$ cat src/rtl/coproc_pkg.sv
// ---------------------------------------------------------------------------
// coproc_pkg
// Shared definitions for the zoom coprocessor. Used by the main sequencer,
// zoom_controller, vga_controller and the display driver.
//   state_e      : main sequencer states
//   img_state_e  : IMAGE_STATE codes sent to the VGA controller
//   alg_e        : zoom algorithm codes shown on the display
//   nextAlg()    : selector step, wrapping the last algorithm back to the first
// ---------------------------------------------------------------------------
package coproc_pkg;

  typedef enum logic [2:0] {
    ST_IDLE  = 3'd0,
    ST_START = 3'd1,
    ST_WAIT  = 3'd2,
    ST_DONE  = 3'd3,
    ST_ERROR = 3'd4
  } state_e;

  typedef enum logic [1:0] {
    IMG_ORIGINAL   = 2'd0,
    IMG_PROCESSING = 2'd1,
    IMG_PROCESSED  = 2'd2,
    IMG_ERROR      = 2'd3
  } img_state_e;

  typedef enum logic [1:0] {
    ALG_NN_ZOOM   = 2'd0,
    ALG_PIX_REP   = 2'd1,
    ALG_DECIMATE  = 2'd2,
    ALG_BLOCK_AVG = 2'd3
  } alg_e;

  // 20 ms at 50 MHz
  localparam int unsigned DEFAULT_DEBOUNCE_CYCLES = 1_000_000;
  localparam int unsigned DEFAULT_TIMEOUT_CYCLES  = 262_144;

  // The 2-bit code wraps naturally from ALG_BLOCK_AVG to ALG_NN_ZOOM.
  function automatic alg_e nextAlg(input alg_e cur);
    return alg_e'(cur + 2'd1);
  endfunction

endpackage

$ cat src/rtl/coproc_main_fsm_if.sv
// ---------------------------------------------------------------------------
// coproc_main_fsm_if
// Button, image_processing handshake and status signals of the coprocessor
// sequencer.
//   master modport (the sequencer):
//     in  RUN, ALGORITHM_SELECTOR : raw buttons, asynchronous to CLK
//     in  PROC_DONE               : one-cycle done pulse from image_processing
//     out PROC_START              : one-cycle start pulse to image_processing
//     out WREN, BUSY              : RAM write enable / run in flight
//     out ALG_SEL, ALGORITHM      : pending selection / algorithm of the run
//     out IMAGE_STATE, ERROR      : VGA image state / timeout flag
//   slave modport: the mirror view for the surrounding top level.
// ---------------------------------------------------------------------------
interface coproc_main_fsm_if;
  import coproc_pkg::*;

  logic       RUN;
  logic       ALGORITHM_SELECTOR;
  logic       PROC_DONE;
  logic       PROC_START;
  logic       WREN;
  logic       BUSY;
  alg_e       ALG_SEL;
  alg_e       ALGORITHM;
  img_state_e IMAGE_STATE;
  logic       ERROR;

  modport master (
    input  RUN, ALGORITHM_SELECTOR, PROC_DONE,
    output PROC_START, WREN, BUSY, ALG_SEL, ALGORITHM, IMAGE_STATE, ERROR
  );

  modport slave (
    output RUN, ALGORITHM_SELECTOR, PROC_DONE,
    input  PROC_START, WREN, BUSY, ALG_SEL, ALGORITHM, IMAGE_STATE, ERROR
  );

endinterface

$ cat src/rtl/coproc_main_fsm_button_debouncer.sv
// ---------------------------------------------------------------------------
// button_debouncer
// Synchronises a raw push button into the CLK domain and debounces it.
//   CLK, RESET : clock and synchronous active-high reset
//   BTN_RAW    : raw button level, asynchronous to CLK
//   BTN_LEVEL  : accepted (debounced) level
//   BTN_PRESS  : one-cycle pulse on each accepted rising edge
// The accepted level follows the synchronised input only after
// DEBOUNCE_CYCLES consecutive samples that differ from it.
// ---------------------------------------------------------------------------
module button_debouncer #(
  parameter int unsigned DEBOUNCE_CYCLES = 1_000_000
) (
  input  logic CLK,
  input  logic RESET,
  input  logic BTN_RAW,
  output logic BTN_LEVEL,
  output logic BTN_PRESS
);

  localparam int unsigned CNT_W = (DEBOUNCE_CYCLES > 1) ? $clog2(DEBOUNCE_CYCLES) : 1;
  localparam logic [CNT_W-1:0] CNT_LAST = CNT_W'(DEBOUNCE_CYCLES - 1);

  logic             sync1_q, sync2_q;
  logic [CNT_W-1:0] count_q, count_d;
  logic             level_q, level_d;
  logic             press_q, press_d;

  // Two-flop synchroniser plus debounce state.
  always_ff @(posedge CLK) begin
    if (RESET) begin
      sync1_q <= 1'b0;
      sync2_q <= 1'b0;
      count_q <= '0;
      level_q <= 1'b0;
      press_q <= 1'b0;
    end else begin
      sync1_q <= BTN_RAW;
      sync2_q <= sync1_q;
      count_q <= count_d;
      level_q <= level_d;
      press_q <= press_d;
    end
  end

  // The counter only advances while the input disagrees with the accepted
  // level; any agreeing sample (a bounce back) restarts the count from zero.
  // The last disagreeing sample flips the level and, on a rise, pulses press.
  always_comb begin
    count_d = '0;
    level_d = level_q;
    press_d = 1'b0;
    if (sync2_q != level_q) begin
      if (count_q == CNT_LAST) begin
        level_d = sync2_q;
        press_d = sync2_q;
      end else begin
        count_d = count_q + 1'b1;
      end
    end
  end

  assign BTN_LEVEL = level_q;
  assign BTN_PRESS = press_q;

endmodule

$ cat src/rtl/coproc_main_fsm.sv
// ---------------------------------------------------------------------------
// coproc_main_fsm
// Top-level sequencer of the zoom coprocessor. Debounces RUN and
// ALGORITHM_SELECTOR, steps the pending algorithm selection, starts
// image_processing with a one-cycle pulse, holds RAM WREN for the run and
// waits for PROC_DONE. All outputs are registered.
//   CLK, RESET : clock and synchronous active-high reset
//   bus        : coproc_main_fsm_if.master (buttons, start/done, status)
// Parameters: DEBOUNCE_CYCLES (button stability time), TIMEOUT_CYCLES
// (maximum WAIT length).
// Optional feature macro COPROC_TIMEOUT_EN: adds the WAIT timeout counter and
// the ERROR state. Without it ERROR is constant 0 and WAIT lasts until done.
// ---------------------------------------------------------------------------
module coproc_main_fsm
  import coproc_pkg::*;
#(
  parameter int unsigned DEBOUNCE_CYCLES = DEFAULT_DEBOUNCE_CYCLES,
  parameter int unsigned TIMEOUT_CYCLES  = DEFAULT_TIMEOUT_CYCLES
) (
  input logic               CLK,
  input logic               RESET,
  coproc_main_fsm_if.master bus
);

  logic runPress, selPress;
  logic runLevel, selLevel;
  logic unusedLevels;

  button_debouncer #(.DEBOUNCE_CYCLES(DEBOUNCE_CYCLES)) runDebounce (
    .CLK       (CLK),
    .RESET     (RESET),
    .BTN_RAW   (bus.RUN),
    .BTN_LEVEL (runLevel),
    .BTN_PRESS (runPress)
  );

  button_debouncer #(.DEBOUNCE_CYCLES(DEBOUNCE_CYCLES)) selDebounce (
    .CLK       (CLK),
    .RESET     (RESET),
    .BTN_RAW   (bus.ALGORITHM_SELECTOR),
    .BTN_LEVEL (selLevel),
    .BTN_PRESS (selPress)
  );

  // Only the press pulses drive the sequencer; the levels are not needed here.
  assign unusedLevels = runLevel ^ selLevel;

  state_e     state_q, state_d;
  alg_e       algSel_q, algSel_d;
  alg_e       algorithm_q, algorithm_d;
  img_state_e imgState_q, imgState_d;
  logic       procStart_q, procStart_d;
  logic       wren_q, wren_d;
  logic       busy_q, busy_d;

`ifdef COPROC_TIMEOUT_EN
  localparam int unsigned TO_W = (TIMEOUT_CYCLES > 1) ? $clog2(TIMEOUT_CYCLES) : 1;
  localparam logic [TO_W-1:0] TO_LAST = TO_W'(TIMEOUT_CYCLES - 1);

  logic [TO_W-1:0] waitCnt_q, waitCnt_d;
  logic            error_q, error_d;
`else
  localparam bit unusedTimeout = (TIMEOUT_CYCLES != 0);
`endif

  // State and registered outputs.
  always_ff @(posedge CLK) begin
    if (RESET) begin
      state_q     <= ST_IDLE;
      algSel_q    <= ALG_NN_ZOOM;
      algorithm_q <= ALG_NN_ZOOM;
      imgState_q  <= IMG_ORIGINAL;
      procStart_q <= 1'b0;
      wren_q      <= 1'b0;
      busy_q      <= 1'b0;
`ifdef COPROC_TIMEOUT_EN
      waitCnt_q   <= '0;
      error_q     <= 1'b0;
`endif
    end else begin
      state_q     <= state_d;
      algSel_q    <= algSel_d;
      algorithm_q <= algorithm_d;
      imgState_q  <= imgState_d;
      procStart_q <= procStart_d;
      wren_q      <= wren_d;
      busy_q      <= busy_d;
`ifdef COPROC_TIMEOUT_EN
      waitCnt_q   <= waitCnt_d;
      error_q     <= error_d;
`endif
    end
  end

  // Outputs are computed for the state being entered, so each output register
  // already holds the value of the next state when that state begins. This is
  // what puts PROC_START one cycle after the run press and drops WREN/BUSY one
  // cycle after PROC_DONE. START always moves on to WAIT, so a PROC_DONE
  // arriving during START is never looked at.
  always_comb begin
    state_d     = state_q;
    algSel_d    = algSel_q;
    algorithm_d = algorithm_q;
    imgState_d  = imgState_q;
    procStart_d = 1'b0;
    wren_d      = 1'b0;
    busy_d      = 1'b0;
`ifdef COPROC_TIMEOUT_EN
    waitCnt_d   = waitCnt_q;
    error_d     = error_q;
`endif

    unique case (state_q)
      ST_IDLE, ST_DONE, ST_ERROR: begin
        if (selPress) begin
          algSel_d = nextAlg(algSel_q);
        end
        // The run latches the selection as it was before a simultaneous
        // selector press takes effect.
        if (runPress) begin
          state_d     = ST_START;
          procStart_d = 1'b1;
          algorithm_d = algSel_q;
          wren_d      = 1'b1;
          busy_d      = 1'b1;
          imgState_d  = IMG_PROCESSING;
`ifdef COPROC_TIMEOUT_EN
          error_d     = 1'b0;
`endif
        end
      end

      ST_START: begin
        state_d = ST_WAIT;
        wren_d  = 1'b1;
        busy_d  = 1'b1;
`ifdef COPROC_TIMEOUT_EN
        waitCnt_d = '0;
`endif
      end

      ST_WAIT: begin
        if (bus.PROC_DONE) begin
          state_d    = ST_DONE;
          imgState_d = IMG_PROCESSED;
        end
`ifdef COPROC_TIMEOUT_EN
        else if (waitCnt_q == TO_LAST) begin
          state_d    = ST_ERROR;
          imgState_d = IMG_ERROR;
          error_d    = 1'b1;
        end
`endif
        else begin
          wren_d = 1'b1;
          busy_d = 1'b1;
`ifdef COPROC_TIMEOUT_EN
          waitCnt_d = waitCnt_q + 1'b1;
`endif
        end
      end

      default: begin
        state_d = ST_IDLE;
      end
    endcase
  end

  assign bus.PROC_START  = procStart_q;
  assign bus.WREN        = wren_q;
  assign bus.BUSY        = busy_q;
  assign bus.ALG_SEL     = algSel_q;
  assign bus.ALGORITHM   = algorithm_q;
  assign bus.IMAGE_STATE = imgState_q;
`ifdef COPROC_TIMEOUT_EN
  assign bus.ERROR       = error_q;
`else
  assign bus.ERROR       = 1'b0;
`endif

endmodule

$ cat src/flat_wrapper.sv
// flat-port wrapper written by rule: the top's interface ports become plain ports
module coproc_main_fsm_flat import coproc_pkg::*;
#(
  parameter int unsigned DEBOUNCE_CYCLES = DEFAULT_DEBOUNCE_CYCLES,
  parameter int unsigned TIMEOUT_CYCLES  = DEFAULT_TIMEOUT_CYCLES
)
  (CLK, RESET, bus_RUN, bus_ALGORITHM_SELECTOR, bus_PROC_DONE, bus_PROC_START, bus_WREN, bus_BUSY, bus_ALG_SEL, bus_ALGORITHM, bus_IMAGE_STATE, bus_ERROR);
  coproc_main_fsm_if bus_i ();
  input logic CLK;
  input logic RESET;
  input wire logic [$bits(bus_i.RUN)-1:0] bus_RUN;
  input wire logic [$bits(bus_i.ALGORITHM_SELECTOR)-1:0] bus_ALGORITHM_SELECTOR;
  input wire logic [$bits(bus_i.PROC_DONE)-1:0] bus_PROC_DONE;
  output wire logic [$bits(bus_i.PROC_START)-1:0] bus_PROC_START;
  output wire logic [$bits(bus_i.WREN)-1:0] bus_WREN;
  output wire logic [$bits(bus_i.BUSY)-1:0] bus_BUSY;
  output wire logic [$bits(bus_i.ALG_SEL)-1:0] bus_ALG_SEL;
  output wire logic [$bits(bus_i.ALGORITHM)-1:0] bus_ALGORITHM;
  output wire logic [$bits(bus_i.IMAGE_STATE)-1:0] bus_IMAGE_STATE;
  output wire logic [$bits(bus_i.ERROR)-1:0] bus_ERROR;
  assign bus_i.RUN = bus_RUN;
  assign bus_i.ALGORITHM_SELECTOR = bus_ALGORITHM_SELECTOR;
  assign bus_i.PROC_DONE = bus_PROC_DONE;
  assign bus_PROC_START = bus_i.PROC_START;
  assign bus_WREN = bus_i.WREN;
  assign bus_BUSY = bus_i.BUSY;
  assign bus_ALG_SEL = bus_i.ALG_SEL;
  assign bus_ALGORITHM = bus_i.ALGORITHM;
  assign bus_IMAGE_STATE = bus_i.IMAGE_STATE;
  assign bus_ERROR = bus_i.ERROR;
  coproc_main_fsm #(.DEBOUNCE_CYCLES(DEBOUNCE_CYCLES), .TIMEOUT_CYCLES(TIMEOUT_CYCLES)) u_core (.CLK(CLK), .RESET(RESET), .bus(bus_i));
endmodule
$ cat config.mk
export PLATFORM = sky130hd
export DESIGN_NAME = coproc_main_fsm_flat
export DESIGN_NICKNAME = d
export VERILOG_FILES = /design/src/rtl/coproc_pkg.sv /design/src/rtl/coproc_main_fsm_if.sv /design/src/rtl/coproc_main_fsm_button_debouncer.sv /design/src/rtl/coproc_main_fsm.sv /design/src/flat_wrapper.sv
export SDC_FILE = /design/constraint.sdc
export NUM_CORES = 1
export LEC_CHECK = 0
export ABC_AREA = 1
export CORE_ASPECT_RATIO = 0.6
export CORE_MARGIN = 4
export CORE_UTILIZATION = 53
export DETAILED_ROUTE_END_ITERATION = 6
export PLACE_DENSITY = 0.79
export SYNTH_ARGS = -nofsm -noshare
export SYNTH_HDL_FRONTEND = slang
export SYNTH_HIERARCHICAL = 1
export SYNTH_SLANG_ARGS = --single-unit
export TNS_END_PERCENT = 1
$ cat constraint.sdc
create_clock -name CLK -period 1.33 [get_ports CLK]
set_clock_uncertainty 0.05 [all_clocks]
set_input_delay 0.266 -clock CLK [delete_from_list [all_inputs] [get_ports CLK]]
set_output_delay 0.266 -clock CLK [all_outputs]
set_load 0.02 [all_outputs]
After elaboration in Yosys (flattened, before gate mapping). Index checks and enable logic that the tools add are counted.

Equality and inequality tests: 10. Bitwise operators: 5. Add/subtract/negate cells: 3. Reduce and logical (&&, ||, !) cells: 14. Muxes and demuxes: 9.

Operators with widths (number): 20-bit by 1-bit adder with 20-bit output, second input constant (2); 20-bit equality test, second input constant (2); 3-bit OR reduction (5); 2-bit AND reduction (5); 3-bit case mux with 3 select lines (1); 3-bit by 2-bit equality test with 1-bit output, second input constant (2); 3-bit two-way mux (2); 1-bit inverter (5); 2-bit two-way mux (2); 2-bit != test, second input constant (2); 2-bit case mux with 2 select lines (1); 3-bit by 1-bit equality test with 1-bit output, second input constant (1); 3-bit equality test, second input constant (1); 3-bit zero test (1); 1-bit case mux with 3 select lines (1); 3-bit AND reduction (1); 2-bit by 1-bit adder with 2-bit output, second input constant (1); 1-bit two-way mux (2); 1-bit != test (2); 2-bit nonzero test (1); 2-bit OR reduction (1).

Input port bits: 5. Register bits after elaboration: 59.

Depth between registers and ports, before layout.
Word-level depth: 4. Mapped depth: 9.

Modules after synthesis. The synthesis kept the hierarchy.

By module, submodules not included: button_debouncer (times used 2, sequential area each 480.5 µm², area each 1199.9 µm², cells an instance 171); coproc_main_fsm (times used 1, sequential area each 200.2 µm², area each 450.4 µm², cells an instance 59).

Worst setup path after synthesis. OpenSTA, ideal clock, no wires.

Path kind: reg-to-reg. Start: register u_core.runDebounce.count_q[0]. End: register u_core.runDebounce.count_q[11]. Data arrival time: 1.279 ns. Slack: -0.113 ns. Period minus slack after synthesis: 1.443 ns. Library setup time: 0.115 ns. Buffers on the path: 1. Cell stages (with the launch flop): 10. Cells stage by stage: dfxtp_1 > ha_1 > nand2_2 > nor2_4 > inv_2 > nor2_8 > nand3_4 > nand2_4 > buf_6 > nor2_1.

Longest elaborated chain between the ends: 2. Elaborated cells between the ends (all ways): 3. Classes of those cells: add/sub: 1; eq/ne: 1; reduce/logical: 1.

RTL lines: start: declaration (line coproc_main_fsm_button_debouncer.sv:25) `logic [CNT_W-1:0] count_q, count_d;`; start signal: assignment (line coproc_main_fsm_button_debouncer.sv:40) `count_q <= count_d;`; branches (longest 2 deep; another with 20-bit by 1-bit adder with 20-bit output).

Parallel ways; which one is timed is not known. A chain may end at the register's enable or synchronous reset.

Worst setup path after layout.
Start: register u_core.selDebounce.count_q[1]. End: register u_core.selDebounce.count_q[16].

Longest elaborated chain between the ends: 2. Elaborated cells between the ends (all ways): 3. Classes of those cells: add/sub: 1; eq/ne: 1; reduce/logical: 1.

RTL lines (line): start: declaration (coproc_main_fsm_button_debouncer.sv:25); start signal: assignment (coproc_main_fsm_button_debouncer.sv:40); branches (longest 2 deep; another with 20-bit by 1-bit adder with 20-bit output).

Parallel ways; which one is timed is not known.

==> results.sh <==
export IMPL_initial_utilization=0.556
export IMPL_critPathKind="reg -> reg"
export IMPL_synth_avg_cell_area_um2=7.11
export IMPL_cpPeakStageDelay_ns=0.35
export IMPL_max_cap_viol_count=0
export IMPL_boundaryPins=15
export IMPL_first_pass_iters=5
export IMPL_place_port_buffers=13
export IMPL_hold_class="reg -> reg"
export IMPL_final_util=0.723
export IMPL_synth_top_flop_cell="dfxtp_1"
export IMPL_rows=20
export IMPL_netlist_area_leader_share=0.407
export IMPL_synth_seq_cells=58
export IMPL_pre_cts_ws_ns=-0.185
export IMPL_cts_tree="done"
export IMPL_gr_usage_met2=0.369
export IMPL_syn_nets=411
export IMPL_finalNetCount=476
export IMPL_grt_setup_unrepaired="true"
export IMPL_use_met1=0.310
export IMPL_hold_viol=0
export IMPL_crit_fanout=4
export IMPL_synth_edf_count=0
export IMPL_ys_warnings_count=6
export IMPL_clk_path_buf_depth=2
export IMPL_wl_per_cell_um=14.0
export IMPL_end_kind="flop"
export IMPL_fp_dieW_um=103
export IMPL_period_needed_ns=1.45
export IMPL_antenna_found_initial=0
export IMPL_start_kind="flop"
export IMPL_ctsRootBufferMaster="clkbuf_8"
export IMPL_netlist_instances=401
export IMPL_vias_per_cell=5.20
export IMPL_diodes=0
export IMPL_die_h_um=64.8
export IMPL_die_area_mm2=0.00665
export IMPL_synth_async_reset_ratio=0
export IMPL_syn_to_final_growth_pct=30.2
export IMPL_setup_viol=44
export IMPL_routed_wl_um=7520
export IMPL_hold_ws_ns=0.372
export IMPL_hpwlAfterDp_um=4740
export IMPL_clock_latency_ns=0.34
export IMPL_drc_errors=0
export IMPL_design_area_mm2=0.00371
export IMPL_setup_tns_ns=-3.32
export IMPL_fin_ws_ns=-0.118
export IMPL_worst_path_max_delay_cell="dfxtp_2"
export IMPL_grt_pass1_vias=2654
export IMPL_p_leak_nw=1.47
export IMPL_core_area_mm2=0.00513
export IMPL_yosysTopAreaCell="dfxtp_1"
export IMPL_n_fill_cell=379
export IMPL_numCtsBuffers=9
export IMPL_max_freq_mhz=691
export IMPL_status="finished, violations left"
export IMPL_drt_initial_drc_count=357
export IMPL_clock_sinks=58
export IMPL_drive_gt1_frac=0.240
export IMPL_cts_max_level=3
export IMPL_grtUsageTotal=0.236
export IMPL_syn_area_mm2=0.00285
export IMPL_yosysUniqueCellTypes=29
export IMPL_grt_pass1_wl_um=12100
export IMPL_ant_nets=0
export IMPL_p_per_area_mw_per_mm2=1120
export IMPL_worstPathRequired_ns=1.51
export IMPL_slew_viol_final=0
export IMPL_path_cells="ha_4 > nand2_4 > nor2_4 > inv_2 > nor2_8 > nand3_4 > buf_6 > nand3_1 > nor2_1"
export IMPL_grt_max_degree=20
export IMPL_use_met3=0.0710
export IMPL_peakVddDrop_uv=682
export IMPL_ys_seq_area_frac=0.407
export IMPL_vias=2791
export IMPL_gp_congestion=0.913
export IMPL_fin_crit_sh=1.09
export IMPL_failed_checks="negative setup slack"
export IMPL_overflow=0
export IMPL_placed_area_mm2=0.00338
export IMPL_clk_pin_slew_ns=0.07
export IMPL_synth_common_cells="nand2_1, nor2_1, dfxtp_1, inv_1, nand3_1"
export IMPL_synth_area_leaders="dfxtp_1, nand2_1, nor2_1, inv_1, nand3_1"
export IMPL_grt_busiest_layer="met2"
export IMPL_worstPathArrival_ns=1.63
-- metrics by stage --
step                      std cells  total power [W]
after global placement          518          0.00234
after global routing            537          0.00437
after floorplan                 401          0.00220
final                           537          0.00416
after detailed placement        518          0.00236
after CTS                       534          0.00418
-- final timing paths --
kind / startpoint / slack, ns / endpoint / cells past startpoint
max: u_core/selDebounce/count_q[1]$_SDFF_PP0_ / -0.12 / u_core/selDebounce/count_q[16]$_SDFF_PP0_ / 9
min: u_core/selDebounce/sync1_q$_SDFF_PP0_ / 0.37 / u_core/selDebounce/sync2_q$_SDFF_PP0_ / 2
max reg2reg: u_core/selDebounce/count_q[1]$_SDFF_PP0_ / -0.12 / u_core/selDebounce/count_q[16]$_SDFF_PP0_ / 9
min reg2reg: u_core/selDebounce/sync1_q$_SDFF_PP0_ / 0.37 / u_core/selDebounce/sync2_q$_SDFF_PP0_ / 2
-- layout make-up --
cell class / count / area [um^2] / share of cell area
Timing Repair Buffer: 58 / 464 / 0.125
Clock inverter: 5 / 77.6 / 0.0209
Clock buffer: 11 / 141 / 0.0381
Inverter: 51 / 191 / 0.0516
Tap cell: 66 / 82.6 / 0.0223
Multi-Input combinational cell: 288 / 1580 / 0.425
Sequential cell: 58 / 1180 / 0.317
-- what timing repair did --
action                                  4_1_cts  5_1_grt
gates resized for setup                      21       28
hold buffers                                  0        0
endpoints found under the setup margin       55       56
gates cloned                                  0        0
buffers inserted                              0        3
pin swaps                                     9        5
-- placed cells by master, fill, tap and decap left out, types with 3 or more instances in the layout --
cell type,instances
clkdlybuf4s15_1,6
buf_4,43
o21bai_1,4
nand2_4,4
nor2_1,82
dfxtp_2,10
clkbuf_8,10
xnor2_1,8
a21oi_1,17
nor3_1,3
nand3_2,4
clkdlybuf4s50_1,4
inv_1,44
nand2_1,89
nor2_4,3
dfxtp_1,47
xor2_1,11
ha_4,3
or2_0,4
nor2_2,7
nand3_1,25
inv_2,7
a21oi_2,4
-- worst max-delay path: cells and delay by family, from the launching register on --
family	cells	cell delay (ns)
AND/OR/NAND/NOR	6	0.57
flip-flops	1	0.35
buffers and inverters	2	0.23
adder cells (fa/ha/maj)	1	0.15
-- per-layer routing --
metal / up-vias / wire length (um)
met1: 1247 / 3270
met5: - / 0
met4: 0 / 194
li1: 1374 / -
met2: 147 / 3370
met3: 23 / 689
-- where the power goes --
| part | total [W] | switching [W] | internal (W) |
|---|---|---|---|
| Combinational | 0.000537 | 0.000308 | 0.000229 |
| Clock | 0.00181 | 0.000706 | 0.00110 |
| Sequential | 0.00182 | 0.0000316 | 0.00179 |
| Total | 0.00416 | 0.00105 | 0.00312 |
-- cells by family (layout without fill, tap and decap cells) --
logic type,Yosys count,after routing,share of synthesized area
AO/OA/AOI/OAI,30,30,0.0593
XOR/XNOR,19,19,0.0584
adder cells (fa/ha/maj),5,5,0.0219
buffers and inverters,55,125,0.0803
flip-flops,58,58,0.407
other,1,1,0.00132
AND/OR/NAND/NOR,233,233,0.371
-- state kept, by name, summed over array words and instances, names as in the netlist, 2 cells and up --
| register | flops |
|---|---|
| u_core/selDebounce/count_q | 20 |
| u_core/bus.ALGORITHM | 2 |
| u_core/bus.ALG_SEL | 2 |
| u_core/state_q | 2 |
| u_core/bus.IMAGE_STATE | 2 |
| u_core/runDebounce/count_q | 20 |
Power figures use the tool's default switching activity.
==> RTL change 1, RTL diff (same settings) <==
Set the package constant `DEFAULT_DEBOUNCE_CYCLES` to 2_000_000 (it was 1_000_000).
--- a/src/rtl/coproc_pkg.sv
+++ b/src/rtl/coproc_pkg.sv
@@ -33,5 +33,5 @@
 
   // 20 ms at 50 MHz
-  localparam int unsigned DEFAULT_DEBOUNCE_CYCLES = 1_000_000;
+  localparam int unsigned DEFAULT_DEBOUNCE_CYCLES = 2_000_000;
   localparam int unsigned DEFAULT_TIMEOUT_CYCLES  = 262_144;
 
Check against the original RTL: no difference found for any inputs over 10 cycles, from zero or initial values and one cycle with RESET high; that may be too few to reach the edited logic, so the function may still have changed.
==> RTL change 1 against the unedited design <==
  * The run ends with design-rule violations, negative setup slack left
  * Synthesized cell count grew 12%
  * Design area grew 7.3%
  * Synthesized area up 6.6%
  * Sequential cell count rose by 2
  * Worst setup slack improved by 26 ps
  * First-iteration DRC count shrank 5.0%
  * Total power shrank 0.51%
  * Routed wire length grew 9.0%
  * Critical path type unchanged
  * Critical endpoint is now u_core/selDebounce/count_q[18]
  * Largest cell class unchanged
==> RTL change 1: results (changes against the unedited design) <==
Finish
  • Regs by FF count: u_core/runDebounce/count_q: 21 flops, u_core/selDebounce/count_q: 21 flops
  • Fraction of layout cells with a size suffix above 1: 27.1% (+3.1 points)

Global routing
  • Vias in the first global route: 2885 (+8.7%)
  • Met2 usage: 36.8% (-0.072 points)
  • First-pass GRT wire length: 13000 um (+7.2%)
  • GRT Total Usage: 23.4% (-0.26 points)
  • Met1 Usage GRT: 30.4% (-0.63 points)
  • Met3 GRT Util: 6.87% (-0.22 points)

Detailed routing
  • DR WL met3: 769 um (+12%)
  • Final wirelength: 8200 um (+9.0%)
  • DRC Markers: 2 (+2)
  • DR WL met2: 3690 um (+9.5%)
  • WL met1: 3580 um (+9.6%)

Run status
  • Failing checks: design-rule violations, negative setup slack
  • Outcome: finished, violations left

Critical path
  • Reg-to-reg endpoint: u_core/selDebounce/count_q[18]
  • Reg-to-reg critical path startpoint: u_core/selDebounce/count_q[9]
  • Crit path DAT: 1590 ps (-40 ps)
  • Reg2reg path depth: 4 (-5)

Place
  • HPWL after DPL: 5470 um (+15%)
  • Routability cong.: 0.971 (+6.4%)

Logic synthesis
  • Post-synthesis sequential area ratio: 39.5% (-1.2 points)
  • Synth cell count leaders: nand2_1 (111), nor2_1 (107), dfxtp_1 (60)
  • Adder-Cell Fraction of Synth Area: 2.06% (-0.14 points)
  • Unique cell type count in the Yosys netlist: 26 (-10%)
  • XOR/XNOR Fraction of Synth Area: 5.48% (-0.36 points)
  • Post-synthesis compound-gate area fraction: 5.64% (-0.28 points)
  • Syn Nets: 461 (+12%)

Timing
  • Final setup viols: 37 (-16%)
  • Setup ws final: -91.4 ps (+26.3 ps)

Min path
  • Hold worst-path end: u_core/runDebounce/sync2_q
  • HP Start: u_core/runDebounce/sync1_q

Pwr
  • Max VDD drop: 0.601 mV (-12%)
## RTL change 1: final cells by class
type | count | area, um^2
tap | 80 | 100
inverter | 49 | 186
multi-input combinational | 336 | 1800
clock buffer | 11 | 151
sequential | 60 | 1230
clock inverter | 5 | 58.8
fill | 421 | 1590
timing repair buffer | 55 | 457
## RTL change 1: power by group through the flow
stage,sequential (mW),combinational [mW],clock (mW)
detailed placement,1.93,0.488,0
global route,1.90,0.580,1.87
finish,1.90,0.523,1.72
CTS,1.89,0.516,1.74
floorplan,1.94,0.321,0
global placement,1.92,0.453,0
## RTL change 1: what timing repair did
action / in CTS / in global routing
endpoints found under the setup margin: 61 / 62
gates cloned: 0 / 1
gates resized for setup: 35 / 59
pin swaps: 8 / 4
## RTL change 1: stage by stage
stage	area [um^2]	setup TNS [ps]	hold WS, ps	cells
after CTS	3850	-707	360	595
after global routing	3980	-4070	365	596
after floorplan	3040	-264	285	451
after global placement	3560	-7550	342	579
final	3980	-1340	358	596
after detailed placement	3560	-8770	347	579
==> RTL change 2, RTL diff (same settings) <==
Made on the original files. The 5 states of `state_e` get a one-hot encoding in 5 bits.
--- a/src/rtl/coproc_pkg.sv
+++ b/src/rtl/coproc_pkg.sv
@@ -10,10 +10,10 @@
 package coproc_pkg;
 
-  typedef enum logic [2:0] {
-    ST_IDLE  = 3'd0,
-    ST_START = 3'd1,
-    ST_WAIT  = 3'd2,
-    ST_DONE  = 3'd3,
-    ST_ERROR = 3'd4
+  typedef enum logic [4:0] {
+    ST_IDLE  = 5'b00001,
+    ST_START = 5'b00010,
+    ST_WAIT  = 5'b00100,
+    ST_DONE  = 5'b01000,
+    ST_ERROR = 5'b10000
   } state_e;
 
Formal check against the unedited RTL: same outputs for any inputs over 10 cycles, from zero or initial values and one cycle with RESET high; not proved beyond that.
==> RTL change 2 against the unedited design <==
  * Synthesized cell count is 4.0% higher
  * Via count is 0.57% higher
  * Routed wire length is 6.9% lower
  * Sequential cell count is 2 higher
  * Highest routed layer unchanged
  * The flow still finishes with violations (negative setup slack)
  * Worst setup slack better by 26 ps
  * Synthesized area is 3.6% higher
  * Critical endpoint unchanged
  * Design area is 0.34% higher
Power is not compared: it rests on default switching activity, and its combinational part moved more than twofold at a synthesized area within 25%.
==> RTL change 2: results (changes against the unedited design) <==
Run status
  • Outcome: finished, violations left
  • Failing checks: negative setup slack

Finish
  • Filler Cell Count: 411 (+8.4%)
  • Regs by FF count: u_core/runDebounce/count_q: 20 flops, u_core/selDebounce/count_q: 20 flops, u_core/state_q: 4 flops
  • Fraction of layout cells with a size suffix above 1: 24.1% (+0.12 points)
  • Fin nets: 483 (+1.5%)

Clock network
  • Max H-tree Level: 3 (unchanged)
  • CTS max path bufs: 2 (unchanged)

Logic synthesis
  • Syn Nets: 424 (+3.2%)
  • Synth cell count leaders: nand2_1 (95), nor2_1 (95), dfxtp_1 (60)
  • Synth area leaders: dfxtp_1 (41%), nand2_1 (12%), nor2_1 (12%)
  • Post-synthesis sequential area ratio: 40.7% (-0.077 points)
  • Adder-Cell Fraction of Synth Area: 0.847% (-1.3 points)
  • Post-Syn Area per Cell: 7.08 um^2 (-0.33%)
  • Post-synthesis compound-gate area fraction: 5.46% (-0.46 points)
  • XOR/XNOR Fraction of Synth Area: 5.34% (-0.50 points)

Place
  • Dpl cells: 531 (+2.5%)
  • HPWL after DPL: 4970 um (+4.7%)
  • Routability cong.: 0.880 (-3.5%)

Global routing
  • First-pass GRT wire length: 12400 um (+2.6%)
  • GRT Total Usage: 22.9% (-0.71 points)
  • Vias in the first global route: 2712 (+2.2%)

Timing
  • Fin Hold WS: 387 ps (+15.6 ps)
  • Setup ws final: -91.8 ps (+25.9 ps)
  • Final setup viols: 43 (-2.3%)
  • Setup TNS: -1200 ps (+2120 ps)

Detailed routing
  • WL met1: 3380 um (+3.3%)
  • Top routing layer in use: met4
  • DR WL met3: 530 um (-23%)
  • Via density per instance: 5.13 (-1.3%)
  • DR WL met2: 3030 um (-10%)
  • 1st-iter DRT viols: 218 (-39%)
  • Final wirelength: 7010 um (-6.9%)
  • Routed WL per cell: 12.8 um (-8.6%)

Pwr
  • Switching Share: 24.0%
  • Seq power: 1.86 mW

Min path
  • Worst Hold Path Cells: 2 (unchanged)
  • HP Start: u_core/selDebounce/sync1_q

Critical path
  • Crit path max fanout: 4 (unchanged)
  • Reg2reg path depth: 9 (unchanged)
  • Worst Setup EP: u_core/selDebounce/count_q[16]
  • Critical-path top delay cell: dfxtp_2
RTL change 2: cell types whose count changed after synthesis, sizes merged, moves of 2 or more:
cell,unedited run,this run
dfxtp,58,60
nand3,31,34
ha,5,2
nand4,2,7
nand2,96,102
inv,51,49
nor2,94,101
RTL change 2: kinds of logic after synthesis:
| kind of cell | after synthesis |
|---|---|
| buffers and inverters | 54 |
| other | 1 |
| adder cells (fa/ha/maj) | 2 |
| flip-flops | 60 |
| AND/OR/NAND/NOR | 254 |
| AO/OA/AOI/OAI | 28 |
| XOR/XNOR | 18 |
RTL change 2: what timing repair did:
action                                  in CTS  in global routing
gates resized for setup                     28                 20
pin swaps                                    7                  3
endpoints found under the setup margin      53                 52
RTL change 2: worst register-to-register path, cell delays in order, from the launching register on:
cell and delay, ps:
dfxtp_2 350, ha_4 150, nand2_4 60, nor2_4 130
inv_2 80, nor2_8 90, nand3_4 110, buf_4 170
nand3_1 100, nor2_1 50
RTL change 2: through the flow:
stage | total power [mW] | cell area (um^2) | utilization [%] | setup WS [ps]
final | 3.91 | 3720 | 71.2 | -91.8
after global placement | 2.14 | 3470 | 66.3 | -154
after floorplan | 2.09 | 2990 | - | -104
after global routing | 4.08 | 3720 | 71.2 | -198
after detailed placement | 2.16 | 3470 | 66.3 | -207
after CTS | 3.94 | 3730 | 71.3 | -99.1
RTL change 2: layout make-up:
type | count | area share [%]
clock buffer | 9 | 3.33
clock inverter | 7 | 2.45
inverter | 49 | 4.94
multi-input combinational | 303 | 44.0
sequential | 60 | 32.6
tap | 66 | 2.22
timing repair buffer | 53 | 10.5
RTL change 2: per-layer routing:
layer	vias up	track usage [%]
met4	0	8.46
met5	-	0
li1	1419	-
met2	97	36.3
met1	1281	30.4
met3	10	5.95
